===== src/rtl/fc_pkg.sv =====
// Shared definitions for the FC2 argmax reader.
// Holds the default geometry of SRAM f (score count, score width, scores per
// word, address width), the class index width and the reader FSM state enum.
package fc_pkg;

  localparam int CLASS_NUM              = 10;
  localparam int DATA_WIDTH             = 8;
  localparam int DATA_NUM_PER_SRAM_ADDR = 4;
  localparam int SRAM_F_ADDR_WIDTH      = 10;
  localparam int CLASS_IDX_WIDTH        = 4;

  typedef enum logic [1:0] {
    ST_IDLE  = 2'd0,
    ST_READ  = 2'd1,
    ST_DRAIN = 2'd2,
    ST_HOLD  = 2'd3
  } state_e;

endpackage


===== src/rtl/lane_max4.sv =====
// Combinational running-max update for one SRAM f word of four signed lanes.
// Ports:
//   lanes_i    : packed word, lane 0 in the most significant byte
//   lane_vld_i : per-lane enable (bit j = lane j holds a real class score)
//   base_idx_i : class index of lane 0
//   max_i      : incoming running max (signed)
//   class_i    : incoming class of the running max
//   max_o      : updated running max
//   class_o    : updated class
// Lanes are visited in ascending index order and only a strictly greater
// score replaces the max, so ties keep the lowest class index.
module lane_max4
  import fc_pkg::*;
#(
  parameter int DW = DATA_WIDTH
) (
  input  logic [4*DW-1:0]              lanes_i,
  input  logic [3:0]                   lane_vld_i,
  input  logic [CLASS_IDX_WIDTH-1:0]   base_idx_i,
  input  logic signed [DW-1:0]         max_i,
  input  logic [CLASS_IDX_WIDTH-1:0]   class_i,
  output logic signed [DW-1:0]         max_o,
  output logic [CLASS_IDX_WIDTH-1:0]   class_o
);

  logic signed [DW-1:0] lane;

  always_comb begin
    max_o   = max_i;
    class_o = class_i;
    lane    = '0;
    for (int j = 0; j < 4; j++) begin
      lane = $signed(lanes_i[(3-j)*DW +: DW]);
      if (lane_vld_i[j] && (lane > max_o)) begin
        max_o   = lane;
        class_o = base_idx_i + CLASS_IDX_WIDTH'(j);
      end
    end
  end

endmodule


===== src/rtl/fc_argmax_reader.sv =====
// Reads the FC2 scores out of SRAM f after fc_done and reports the index and
// value of the largest signed score through a valid/ready result port.
// Ports:
//   clk, srst        : clock, synchronous active-high reset
//   fc_done          : one-cycle pulse, SRAM f holds a complete result
//   sram_raddr_f     : SRAM f read address (0 whenever not reading)
//   sram_rdata_f     : SRAM f read data, one cycle after the address
//   result_valid     : result_class/result_score valid (HOLD state)
//   result_ready     : consumer accepts the result
//   result_class     : index of the maximum score
//   result_score     : maximum score (signed)
//   busy             : high in every state except IDLE
//   dbg_state_o      : current FSM state
// Handshake: the result transfers in the cycle where result_valid and
// result_ready are both high; result_valid then stays high and the outputs
// stay stable until that cycle, and drops at the following edge.
module fc_argmax_reader #(
  parameter int CLASS_NUM              = fc_pkg::CLASS_NUM,
  parameter int DATA_WIDTH             = fc_pkg::DATA_WIDTH,
  parameter int DATA_NUM_PER_SRAM_ADDR = fc_pkg::DATA_NUM_PER_SRAM_ADDR
) (
  input  logic                                         clk,
  input  logic                                         srst,
  input  logic                                         fc_done,
  output logic [fc_pkg::SRAM_F_ADDR_WIDTH-1:0]         sram_raddr_f,
  input  logic [DATA_NUM_PER_SRAM_ADDR*DATA_WIDTH-1:0] sram_rdata_f,
  output logic                                         result_valid,
  input  logic                                         result_ready,
  output logic [fc_pkg::CLASS_IDX_WIDTH-1:0]           result_class,
  output logic [DATA_WIDTH-1:0]                        result_score,
  output logic                                         busy,
  output fc_pkg::state_e                               dbg_state_o
);
  import fc_pkg::*;

  localparam int AW    = SRAM_F_ADDR_WIDTH;
  localparam int CW    = CLASS_IDX_WIDTH;
  localparam int WORDS = (CLASS_NUM + DATA_NUM_PER_SRAM_ADDR - 1) / DATA_NUM_PER_SRAM_ADDR;
  localparam logic [AW-1:0] LAST_ADDR = AW'(WORDS - 1);
  localparam logic signed [DATA_WIDTH-1:0] SCORE_MIN = {1'b1, {(DATA_WIDTH-1){1'b0}}};

  state_e                       state_q, state_d;
  logic [AW-1:0]                addr_q, addr_d;
  // rd_vld_q marks that sram_rdata_f carries the word for rd_addr_q this cycle.
  logic                         rd_vld_q, rd_vld_d;
  logic [AW-1:0]                rd_addr_q, rd_addr_d;
  logic signed [DATA_WIDTH-1:0] max_q, max_d;
  logic [CW-1:0]                class_q, class_d;
  logic [CW-1:0]                res_class_q, res_class_d;
  logic [DATA_WIDTH-1:0]        res_score_q, res_score_d;

  logic [3:0]                   lane_vld;
  logic [CW-1:0]                base_idx;
  logic signed [DATA_WIDTH-1:0] upd_max;
  logic [CW-1:0]                upd_class;

  // Lanes past the last class in the final word are padding.
  always_comb begin
    lane_vld = '0;
    for (int j = 0; j < 4; j++) begin
      lane_vld[j] = ((int'(rd_addr_q) * DATA_NUM_PER_SRAM_ADDR + j) < CLASS_NUM);
    end
    base_idx = CW'(int'(rd_addr_q) * DATA_NUM_PER_SRAM_ADDR);
  end

  lane_max4 #(.DW(DATA_WIDTH)) u_lane_max4 (
    .lanes_i    (sram_rdata_f),
    .lane_vld_i (lane_vld),
    .base_idx_i (base_idx),
    .max_i      (max_q),
    .class_i    (class_q),
    .max_o      (upd_max),
    .class_o    (upd_class)
  );

  always_comb begin
    state_d     = state_q;
    addr_d      = addr_q;
    rd_vld_d    = 1'b0;
    rd_addr_d   = addr_q;
    max_d       = max_q;
    class_d     = class_q;
    res_class_d = res_class_q;
    res_score_d = res_score_q;

    if (rd_vld_q) begin
      max_d   = upd_max;
      class_d = upd_class;
    end

    case (state_q)
      ST_IDLE: begin
        addr_d = '0;
        if (fc_done) begin
          state_d = ST_READ;
          max_d   = SCORE_MIN;
          class_d = '0;
        end
      end
      ST_READ: begin
        rd_vld_d = 1'b1;
        if (addr_q == LAST_ADDR) begin
          state_d = ST_DRAIN;
          addr_d  = '0;
        end else begin
          addr_d = addr_q + AW'(1);
        end
      end
      ST_DRAIN: begin
        // The last word is in flight now; fold it straight into the result.
        state_d     = ST_HOLD;
        res_class_d = upd_class;
        res_score_d = upd_max;
      end
      ST_HOLD: begin
        if (result_ready) state_d = ST_IDLE;
      end
      default: state_d = ST_IDLE;
    endcase
  end

  always_ff @(posedge clk) begin
    if (srst) begin
      state_q     <= ST_IDLE;
      addr_q      <= '0;
      rd_vld_q    <= 1'b0;
      rd_addr_q   <= '0;
      max_q       <= SCORE_MIN;
      class_q     <= '0;
      res_class_q <= '0;
      res_score_q <= '0;
    end else begin
      state_q     <= state_d;
      addr_q      <= addr_d;
      rd_vld_q    <= rd_vld_d;
      rd_addr_q   <= rd_addr_d;
      max_q       <= max_d;
      class_q     <= class_d;
      res_class_q <= res_class_d;
      res_score_q <= res_score_d;
    end
  end

  assign sram_raddr_f = (state_q == ST_READ) ? addr_q : '0;
  assign result_valid = (state_q == ST_HOLD);
  assign busy         = (state_q != ST_IDLE);
  assign result_class = res_class_q;
  assign result_score = res_score_q;
  assign dbg_state_o  = state_q;

endmodule


===== config.mk =====
export PLATFORM = sky130hd
export DESIGN_NAME = fc_argmax_reader
export DESIGN_NICKNAME = d
export VERILOG_FILES = /design/src/rtl/fc_pkg.sv /design/src/rtl/lane_max4.sv /design/src/rtl/fc_argmax_reader.sv
export SDC_FILE = /design/constraint.sdc
export NUM_CORES = 1
export LEC_CHECK = 0
export BUFFER_PORTS_ARGS = -buffer_cell sky130_fd_sc_hd__buf_4
export CAP_MARGIN = 5
export CORE_MARGIN = 1.5
export CORE_UTILIZATION = 25
export CTS_BUF_LIST = sky130_fd_sc_hd__clkbuf_16
export DETAILED_ROUTE_END_ITERATION = 12
export PLACE_DENSITY = 0.42
export SYNTH_ARGS = -nofsm -noshare
export SYNTH_HDL_FRONTEND = slang
export SYNTH_SLANG_ARGS = --single-unit
export TNS_END_PERCENT = 1

===== constraint.sdc =====
create_clock -name clk -period 13.53 [get_ports clk]
set_input_delay 0 -clock clk [delete_from_list [all_inputs] [get_ports clk]]
set_output_delay 0 -clock clk [all_outputs]
set_load 0.02 [all_outputs]

==> results.json <==
{
  "clk_pin_slew_ps": 70,
  "track_usage": 0.132,
  "die_area_mm2": 0.0129,
  "routed_wl_um": 8550,
  "slew_headroom": 0.245,
  "whs_endpoint": "result_score[0]$_SDFFE_PP0P_",
  "syn2layout_area_growth_pct": 26.8,
  "clk_path_buf_depth": 2,
  "cap_viol_max_count": 0,
  "htreeDepth": 2,
  "cp.arrival_ps": 7990,
  "io_pins": 62,
  "drive_above_1_share": 0.181,
  "drtAntennaViolNets": 0,
  "syn-num-nets": 433,
  "setup_slack_ps": 5700,
  "grt_pass1_wl_um": 13500,
  "rsz0062_at_grt": "no",
  "gp_congestion": 0.782,
  "holdPathStages": 3,
  "final_nets": 499,
  "min_path_type": "in2reg",
  "ys_types": 48,
  "yosysWarningCount": 0,
  "hp-start": "sram_rdata_f[0]",
  "die_h_um": 114,
  "tightest_slew_ps": 1130,
  "dieWidth_um": 114,
  "grt-ovfl-total": 0,
  "crit_path_top_delay_cell": "a2111oi_4",
  "cts-resized-gates": 0,
  "finalClockSkew_ps": 8.11,
  "slew_violations": 0,
  "worst_ep_required_time_ps": 13690,
  "vias_per_cell": 4.87,
  "dp_hpwl_um": 6820,
  "p_leak_nw": 1.75,
  "powerDensity_mw_per_mm2": 163,
  "cts_buffers": 5,
  "synth.ff_latch_count": 47,
  "synth-edff-count": 0,
  "path_class": "reg2reg",
  "rows": 40,
  "clockRootBuffer": "clkbuf_16",
  "avgSynthCellArea_um2": 8.50,
  "grt_max_degree": 24,
  "fmax_mhz": 128,
  "drtPass1Iterations": 4,
  "status": "completed",
  "cts.sinks": 47,
  "worstReg2RegEnd": "result_class[2]$_SDFFE_PP0P_",
  "final_util": 0.324,
  "reg2reg_slack_ps": 5700,
  "startpoint_type": "flop",
  "peakVddDrop_mv": 0.0533,
  "min_period_ps": 7830,
  "async_flop_share": 0,
  "grt_pass1_vias": 2657,
  "drt_iter0_markers": 175,
  "crit_fanout": 16,
  "post-place-ws_ps": 5700,
  "reg2regPathDepth": 28,
  "vias": 2789,
  "antenna_found_initial": 0,
  "netlist_instances": 359,
  "wl_per_cell_um": 14.9,
  "final_area_mm2": 0.00387,
  "final-setup-viol-count": 0,
  "critical_path.max_stage_delay_ps": 1040,
  "worstSkewPairLatency_ps": 290,
  "cts_tree": "built",
  "core_region_area_mm2": 0.0120,
  "r2r-start": "max_q[7]$_SDFF_PP1_",
  "diodes": 0,
  "timing.final.hold_violations": 0,
  "end_kind": "flop",
  "drc": 0,
  "tns_ps": 0,
  "timing.hold.ws_ps": 41.8,
  "min_period_over_period": 0.579,
  "synth_seq_area_share": 0.308,
  "synth_flop_cell": "dfxtp_1",
  "placedInstanceArea_mm2": 0.00365,
  "initial_core_util": 0.255,
  "crit_path_frequent_cell": "ha_1",
  "syn_area_mm2": 0.00305,
  "portBuffers": 61
}
==> worst max path at each step <==
| stage | cells after the start | start | slack, ps | end |
|---|---|---|---|---|
| final | 28 | max_q[7]$_SDFF_PP1_ | 5700 | result_class[2]$_SDFFE_PP0P_ |
| after global routing | 29 | max_q[1]$_SDFF_PP0_ | 5000 | result_class[2]$_SDFFE_PP0P_ |
| after CTS | 29 | max_q[1]$_SDFF_PP0_ | 5670 | result_class[2]$_SDFFE_PP0P_ |
| after detailed placement | 29 | max_q[1]$_SDFF_PP0_ | 5700 | result_class[2]$_SDFFE_PP0P_ |
| after global placement | 29 | max_q[1]$_SDFF_PP0_ | 5600 | result_class[2]$_SDFFE_PP0P_ |
| after floorplan | 32 | max_q[7]$_SDFF_PP1_ | 7050 | result_class[2]$_SDFFE_PP0P_ |
==> registers in the layout, summed over array words and instances (netlist names) <==
| name | cells |
|---|---|
| addr_q | 10 |
| rd_addr_q | 10 |
| max_q | 8 |
| result_score | 8 |
| class_q | 4 |
| result_class | 4 |
| dbg_state_o | 2 |
| rd_vld_q | 1 |
==> synth_stat cells, drive strengths merged, types with 10 or more instances <==
master	instances	share of area
dfxtp	47	0.31
and2	10	0.020
nand2	17	0.022
nand3	11	0.018
mux2i	18	0.059
o21ai	35	0.057
ha	38	0.16
nor2	21	0.026
a22oi	13	0.032
a21o	10	0.025
nor2b	15	0.031
inv	30	0.037
a21oi	20	0.034
==> per-stage QoR <==
stage,cells,power (mW)
after floorplan,359,0.408
after global placement,558,0.511
after detailed placement,558,0.510
after CTS,573,0.638
after global routing,573,0.683
final,573,0.631
==> metal layers <==
layer / up-vias / global-route usage / part of all wire
met4: 0 / 0.0400 / 0.016
met5: - / 0 / 0
met3: 12 / 0.0223 / 0.040
met1: 1287 / 0.189 / 0.51
met2: 53 / 0.201 / 0.43
li1: 1437 / - / -
==> worst max-delay path, delay by kind of cell, from the launching register on <==
kind	cells	cell delay, ps
multiplexers	3	900
buffers and inverters	2	270
AO/OA/AOI/OAI	11	2880
flip-flops	1	330
AND/OR/NAND/NOR	8	2070
adder cells (fa/ha/maj)	4	1220
==> cells in the final DEF, fill, tap and decap left out, drive strengths merged, types with 3 or more instances in the layout <==
master	count
a21oi	20
a22oi	13
nor2	21
mux2i	18
nor2b	15
a211oi	5
a21o	10
o22ai	9
inv	32
o21ai	35
dfxtp	47
nand2b	6
nand3	11
and2	10
dlygate4sd3	7
o211ai	4
buf	62
and3	5
clkbuf	5
nor4	3
nand4	6
ha	38
nand2	17
==> where the power goes <==
| group | internal (mW) | leakage [nW] | total (mW) | switching (mW) |
|---|---|---|---|---|
| clock network | 0.0685 | 0.0716 | 0.123 | 0.0541 |
| logic | 0.133 | 1.30 | 0.333 | 0.200 |
| registers | 0.159 | 0.380 | 0.175 | 0.0160 |
==> layout make-up <==
| cell class | instances | area [um2] |
|---|---|---|
| Fill cell | 1265 | 8090 |
| Timing Repair Buffer | 69 | 536 |
| Clock buffer | 5 | 125 |
| Sequential cell | 47 | 941 |
| Clock inverter | 3 | 20.0 |
| Inverter | 30 | 113 |
| Tap cell | 147 | 184 |
| Multi-Input combinational cell | 272 | 1950 |
==> repair_timing <==
item                                   4_1_cts  5_1_grt
hold buffers                                 7        0
setup buffers                                0        0
endpoints found under the hold margin       13        0
==> cells by family (layout without fill, tap and decap cells) <==
family / after synthesis / count (layout) / share of synthesized area
compound gates: 111 / 111 / 0.236
xor+xnor: 3 / 3 / 0.00861
fa+ha+maj: 38 / 38 / 0.156
buf+inv: 40 / 107 / 0.0525
flops: 47 / 47 / 0.308
mux: 18 / 18 / 0.0590
simple gates: 102 / 102 / 0.180
(Power assumes the default switching activity.)
